**src/rtl/fetch_stage.sv**
```systemverilog
// fetch_stage: Y86-64 instruction fetch/split.
// Splits the ten bytes at PC into icode/ifun/rA/rB/valC and computes the
// sequential next PC. It also flags illegal encodings and fetches that run
// past the end of instruction memory. Fully combinational, and rst_n
// substitutes a nop bubble on every output.
module fetch_stage #(
    parameter int unsigned IMEM_BYTES = 256
) (
    input  logic        clk,
    input  logic        rst_n,
    input  logic [63:0] PC,
    input  logic [0:79] instr,
    output logic [3:0]  icode,
    output logic [3:0]  ifun,
    output logic [3:0]  rA,
    output logic [3:0]  rB,
    output logic [63:0] valC,
    output logic [63:0] valP,
    output logic        memory_error,
    output logic        instr_valid
);

    typedef enum logic [3:0] {
        I_HALT   = 4'h0,
        I_NOP    = 4'h1,
        I_CMOVXX = 4'h2,
        I_IRMOVQ = 4'h3,
        I_RMMOVQ = 4'h4,
        I_MRMOVQ = 4'h5,
        I_OPQ    = 4'h6,
        I_JXX    = 4'h7,
        I_CALL   = 4'h8,
        I_RET    = 4'h9,
        I_PUSHQ  = 4'hA,
        I_POPQ   = 4'hB
    } icode_e;

    // clk is kept only for pipeline alignment; nothing here is clocked.
    logic unused_clk;
    assign unused_clk = clk;

    logic [3:0]  raw_icode;
    logic [3:0]  raw_ifun;
    logic [7:0]  ib [10];
    logic [3:0]  ifun_max;
    logic        dec_ok;
    logic [3:0]  ilen;
    logic        has_reg;
    logic        const_at1;
    logic        const_at2;
    logic [63:0] dec_valc;
    logic [63:0] dec_valp;
    logic [64:0] end_addr;
    logic        dec_merr;

    assign raw_icode = instr[0:3];
    assign raw_ifun  = instr[4:7];

    // Slice the instruction stream into bytes; byte k is at address PC+k.
    always_comb begin
        for (int k = 0; k < 10; k++) begin
            ib[k] = instr[8*k +: 8];
        end
    end

    // Classify the opcode: legality, length, and where the fields live.
    always_comb begin
        // NOTE: every signal gets a default before the case so no path can leave one unassigned (which would infer a latch).
        ifun_max  = 4'h0;
        dec_ok    = 1'b1;
        ilen      = 4'd1;
        has_reg   = 1'b0;
        const_at1 = 1'b0;
        const_at2 = 1'b0;
        case (raw_icode)
            I_HALT, I_NOP, I_RET: ;
            I_CMOVXX: begin
                ilen     = 4'd2;
                has_reg  = 1'b1;
                ifun_max = 4'h6;
            end
            I_IRMOVQ, I_RMMOVQ, I_MRMOVQ: begin
                ilen      = 4'd10;
                has_reg   = 1'b1;
                const_at2 = 1'b1;
            end
            I_OPQ: begin
                ilen     = 4'd2;
                has_reg  = 1'b1;
                ifun_max = 4'h3;
            end
            I_JXX: begin
                ilen      = 4'd9;
                const_at1 = 1'b1;
                ifun_max  = 4'h6;
            end
            I_CALL: begin
                ilen      = 4'd9;
                const_at1 = 1'b1;
            end
            I_PUSHQ, I_POPQ: begin
                ilen    = 4'd2;
                has_reg = 1'b1;
            end
            default: dec_ok = 1'b0;
        endcase
        if (raw_ifun > ifun_max) begin
            dec_ok = 1'b0;
        end
        // An illegal encoding is consumed as a single byte with no fields.
        if (!dec_ok) begin
            ilen      = 4'd1;
            has_reg   = 1'b0;
            const_at1 = 1'b0;
            const_at2 = 1'b0;
        end
    end

    // Assemble the little-endian constant word from whichever byte it starts at.
    always_comb begin
        dec_valc = 64'h0;
        if (const_at2) begin
            dec_valc = {ib[9], ib[8], ib[7], ib[6], ib[5], ib[4], ib[3], ib[2]};
        end else if (const_at1) begin
            dec_valc = {ib[8], ib[7], ib[6], ib[5], ib[4], ib[3], ib[2], ib[1]};
        end
    end

    // Next PC wraps at 2^64; the range check uses one extra bit so it cannot wrap.
    always_comb begin
        dec_valp = PC + {60'h0, ilen};
        end_addr = {1'b0, PC} + {61'h0, ilen};
        dec_merr = end_addr > 65'(IMEM_BYTES);
    end

    // Drive the outputs, substituting the nop bubble while reset is asserted.
    always_comb begin
        if (!rst_n) begin
            icode        = I_NOP;
            ifun         = 4'h0;
            rA           = 4'hF;
            rB           = 4'hF;
            valC         = 64'h0;
            valP         = 64'h0;
            memory_error = 1'b0;
            instr_valid  = 1'b1;
        end else begin
            icode        = raw_icode;
            ifun         = raw_ifun;
            rA           = has_reg ? instr[8:11]  : 4'hF;
            rB           = has_reg ? instr[12:15] : 4'hF;
            valC         = dec_valc;
            valP         = dec_valp;
            memory_error = dec_merr;
            instr_valid  = dec_ok;
        end
    end

endmodule

```
**config.mk**
```make
export PLATFORM = sky130hd
export DESIGN_NAME = fetch_stage
export DESIGN_NICKNAME = d
export VERILOG_FILES = /design/src/rtl/fetch_stage.sv
export SDC_FILE = /design/constraint.sdc
export NUM_CORES = 1
export LEC_CHECK = 0
export BUFFER_PORTS_ARGS = -buffer_cell sky130_fd_sc_hd__buf_2
export CAP_MARGIN = 20
export CELL_PAD_IN_SITES_DETAIL_PLACEMENT = 2
export CELL_PAD_IN_SITES_GLOBAL_PLACEMENT = 2
export CORE_MARGIN = 2
export CORE_UTILIZATION = 18
export DETAILED_ROUTE_END_ITERATION = 7
export PLACE_DENSITY_LB_ADDON = 0.3
export SLEW_MARGIN = 20
export SYNTH_ARGS = -nofsm -noshare
export SYNTH_HDL_FRONTEND = slang
export SYNTH_SLANG_ARGS = --single-unit
```
**constraint.sdc**
```tcl
create_clock -name vclk -period 7.3
set_clock_uncertainty 0.15 [all_clocks]
set_input_delay 1.095 -clock vclk [all_inputs]
set_output_delay 1.095 -clock vclk [all_outputs]
set_load 0.005 [all_outputs]
```
==> metrics list <==
* Number of I/O port buffers: 291
- The share of total power dissipated in combinational logic is 1.000.
* Number of buffers inserted by hold repair at cts: 0
* Antenna-violating nets left: 0
* Outcome: completed
- Starting utilization of the core area: 0.1820
- Final GP Congestion: 0.8269
- The share of synthesized area in the top cell type comes to 0.1344.
- Number of fill cells in the layout: 2774
- The die covers 0.02398 sq mm.
- The worst setup path is of the in -> out kind.
- Of the synthesized area, sequential elements account for 0.
- In the routed design, unresolved DRC markers number 0.
* Sequential cell count: 0
- Highest-count cells in the layout ignoring fill and taps: 288 x sky130_fd_sc_hd__buf_2, 87 x sky130_fd_sc_hd__nor2b_1, 65 x sky130_fd_sc_hd__a22oi_1, 54 x sky130_fd_sc_hd__buf_4, 45 x sky130_fd_sc_hd__and2_1
* Synthesis Warnings: 0
- The worst setup path is captured at an output pin.
* Area occupied by multi-input gates: 0.003978 sq mm
- CLK BUF: 0
- Proportion of power drawn by the clock network: 0
- The share of total power dissipated in sequential elements is 0.
- Max IR drop VDD: 0.00001779 V
- For this run, the top clock speed supported by timing is 0.1399 GHz.
* Count of max-cap constraint violations: 0
* Summed instance area of the synthesized netlist: 0.004096 sq mm
* Vias in the first global route: 6116
- Most area-consuming cells after synthesis: sky130_fd_sc_hd__nor2b_1 13%, sky130_fd_sc_hd__a22oi_1 12%, sky130_fd_sc_hd__xnor2_1 7.5%, sky130_fd_sc_hd__and2_1 6.9%, sky130_fd_sc_hd__xor2_1 5.1%
* Global-route usage over all layers: 0.1857
- Top fanout value on the critical path: 4
* Post-detailed-placement half-perimeter wirelength: 20.01 mm
* Maximum number of pins on one net before global-route repair: 91
- Counting every instance in the synthesized netlist gives 627.
- Worst Path Arrival: 5.90 ns
- Of the total power, the share spent switching nets is 0.5385.
* Die boundary width: 154.9 microns
- Start point of the critical path: instr[0]
- For this run the aggregate overflow at the end of global routing stands at 0.
- After the flow finishes, the layout carries non-filler instances totaling 1217.
- Most common cell after layout, fill and taps aside: sky130_fd_sc_hd__buf_2
- Setup violations remaining at the end of the flow were counted as 0.
- In this run the standard cell core region covers 0.02250 sq mm.
- Hold path start: instr[9]
- Internal power comes to 120.8 uW.
- Storage cell area: 0 sq um
- Switching component of the power: 140.9 uW
* # placed instances: 1206
* Number of cell rows: 55
* First drt pass iteration count: 5
- The routed layout has 6014 vias.
- Dividing total power by cell area gives a power density of 41.48 mW/mm^2.
- Counting every net in the synthesized netlist gives 780.
- Ratio of cells with drive above 1 in the final layout: 0.4209
- Chip height: 154.9 microns
* Initial antenna violation count: 3
- STA classifies the critical path startpoint as an input pin.
* Average wire per cell in the routed design: 19.51 microns
* Setup repair after global routing missed its margin: yes
- Leading area contributor after synthesis: sky130_fd_sc_hd__nor2b_1
* Vias per inst: 4.942
* Total routed wirelength: 23.74 mm
- In this run, the number of DRC markers left after iteration 0 of detailed routing was 290.
- The max-slew violation count is 0.
- The critical path ends at memory_error.
- The synthesized netlist contains 66 unique library cells.
- Wire length of the first global-routing pass: 36.05 mm
* Worst slew margin relative to its limit: 0.4987
- In this run the count of I/O pins placed on the die edge is 292.
- Hold Crit Class: in -> out
- Dividing the final minimum period by the clock period gives 0.9790.
- LEAKAGE: 2.642 nW
- Minimum clock period: 7.146 ns
- The net count of the finished layout is 1084.
* Mean cell area of the mapped netlist: 6.533 sq um
- The area growth from synthesis to layout is 54.03%.
- For the final routed database, the setup TNS stands at 0 ns.
* Transition time at the pin with the least slew margin: 0.7519 ns
- Data required, critical path: 6.05 ns
- The final number of hold-violating endpoints was 0.
## area by class of cell
type / count / area share
multi-input cells: 568 / 0.6304
repair buffers: 347 / 0.3036
well taps: 285 / 0.05651
inverters: 14 / 0.008328
diodes: 3 / 0.001190
## power groups by stage
| stage | clock network [mW] | logic, mW | registers [mW] |
|---|---|---|---|
| floorplan | 0 | 0.112 | 0 |
| global placement | 0 | 0.245 | 0 |
| detailed placement | 0 | 0.249 | 0 |
| CTS | 0 | 0.255 | 0 |
| global route | 0.0000000183 | 0.288 | 0 |
| finish | 0.0000000550 | 0.262 | 0 |
## cell usage after synthesis (4+ instances only)
| cell type | count |
|---|---|
| sky130_fd_sc_hd__nor2_1 | 31 |
| sky130_fd_sc_hd__ha_1 | 6 |
| sky130_fd_sc_hd__and4_1 | 4 |
| sky130_fd_sc_hd__inv_1 | 14 |
| sky130_fd_sc_hd__xnor2_1 | 35 |
| sky130_fd_sc_hd__and3_1 | 5 |
| sky130_fd_sc_hd__clkbuf_1 | 34 |
| sky130_fd_sc_hd__nand3_1 | 34 |
| sky130_fd_sc_hd__o21ai_0 | 9 |
| sky130_fd_sc_hd__mux2_2 | 4 |
| sky130_fd_sc_hd__nand2_1 | 38 |
| sky130_fd_sc_hd__nand4_1 | 30 |
| sky130_fd_sc_hd__buf_2 | 4 |
| sky130_fd_sc_hd__and2_1 | 45 |
| sky130_fd_sc_hd__or3_1 | 10 |
| sky130_fd_sc_hd__nand2b_1 | 11 |
| sky130_fd_sc_hd__nor4b_1 | 4 |
| sky130_fd_sc_hd__nor3b_1 | 7 |
| sky130_fd_sc_hd__buf_6 | 5 |
| sky130_fd_sc_hd__a22oi_1 | 65 |
| sky130_fd_sc_hd__a21boi_0 | 7 |
| sky130_fd_sc_hd__nor2b_1 | 88 |
| sky130_fd_sc_hd__nor3_1 | 13 |
| sky130_fd_sc_hd__o31ai_1 | 5 |
| sky130_fd_sc_hd__xor2_1 | 24 |
| sky130_fd_sc_hd__nor4_1 | 17 |
| sky130_fd_sc_hd__a31oi_1 | 4 |
| sky130_fd_sc_hd__a21oi_1 | 11 |
| sky130_fd_sc_hd__or4_1 | 5 |
## what timing repair did
action                     CTS  global route
cloned                       0             0
hold endpoints to repair     0             0
setup endpoints to repair    1             1
resized for setup            9            23
setup buffers                5             3
pin swaps                   12            19
## metrics by stage
step / hold WS [ns] / cell area (sq um) / power, mW / utilization / setup WS, ns
2_1_floorplan: 2.131 / 4100 / 0.1119 / - / 0.01244
6_report: 2.320 / 6310 / 0.2617 / 0.2804 / 0.1535
3_5_place_dp: 2.319 / 6082 / 0.2493 / 0.2703 / -0.2581
3_3_place_gp: 2.309 / 6082 / 0.2453 / 0.2703 / -0.1083
4_1_cts: 2.320 / 6153 / 0.2551 / 0.2735 / 0.02794
5_1_grt: 2.333 / 6305 / 0.2884 / 0.2802 / -0.02241
## worst max-delay path: stages
cell                      delay, ns
sky130_fd_sc_hd__buf_8         0.10
sky130_fd_sc_hd__nor2b_4       0.12
sky130_fd_sc_hd__nand2_2       0.08
sky130_fd_sc_hd__nor2_4        0.09
sky130_fd_sc_hd__a21oi_2       0.04
sky130_fd_sc_hd__ha_1          0.30
sky130_fd_sc_hd__a21o_1        0.19
sky130_fd_sc_hd__a21oi_2       0.13
sky130_fd_sc_hd__a31oi_2       0.06
sky130_fd_sc_hd__a211o_4       0.32
sky130_fd_sc_hd__nor2_4        0.15
sky130_fd_sc_hd__inv_1         0.06
sky130_fd_sc_hd__ha_2          0.19
sky130_fd_sc_hd__fa_2          0.39
sky130_fd_sc_hd__nand4_1       0.16
sky130_fd_sc_hd__buf_4         0.14
sky130_fd_sc_hd__nand2_1       0.07
sky130_fd_sc_hd__and4_1        0.23
sky130_fd_sc_hd__nor3b_4       0.18
sky130_fd_sc_hd__nand4_1       0.16
sky130_fd_sc_hd__or4_1         0.54
sky130_fd_sc_hd__or4_1         0.54
sky130_fd_sc_hd__o41a_1        0.41
sky130_fd_sc_hd__buf_2         0.14
## layer usage
| layer | GRT usage | wire length, microns | vias up |
|---|---|---|---|
| met2 | 0.3238 | 11540 | 135 |
| met5 | 0 | 0 | - |
| li1 | - | - | 2918 |
| met4 | 0.004850 | 76 | 0 |
| met1 | 0.2677 | 11360 | 2957 |
| met3 | 0.008914 | 774 | 4 |
## cells by family (layout without fill, tap and decap cells)
kind of cell | Yosys count | count (layout) | synth area share
and+or+nand+nor | 365 | 365 | 0.5324
AOI/OAI and AO/OA | 130 | 130 | 0.2343
other | 0 | 3 | 0
muxes | 7 | 7 | 0.01863
xor gates and xnor gates | 59 | 59 | 0.1261
adders and majority gates | 7 | 7 | 0.02321
buffers and inverters | 59 | 361 | 0.06536
## how the worst min path moves through the flow
stage                     endpoint  slack (ns)  cells past startpoint
after floorplan              rA[0]        2.13                      1
after global placement       rA[0]        2.31                      3
after detailed placement     rA[0]        2.32                      3
after CTS                    rA[0]        2.32                      3
after global routing         rA[2]        2.33                      3
final                        rA[2]        2.32                      3
Power figures use the tool's default switching activity.
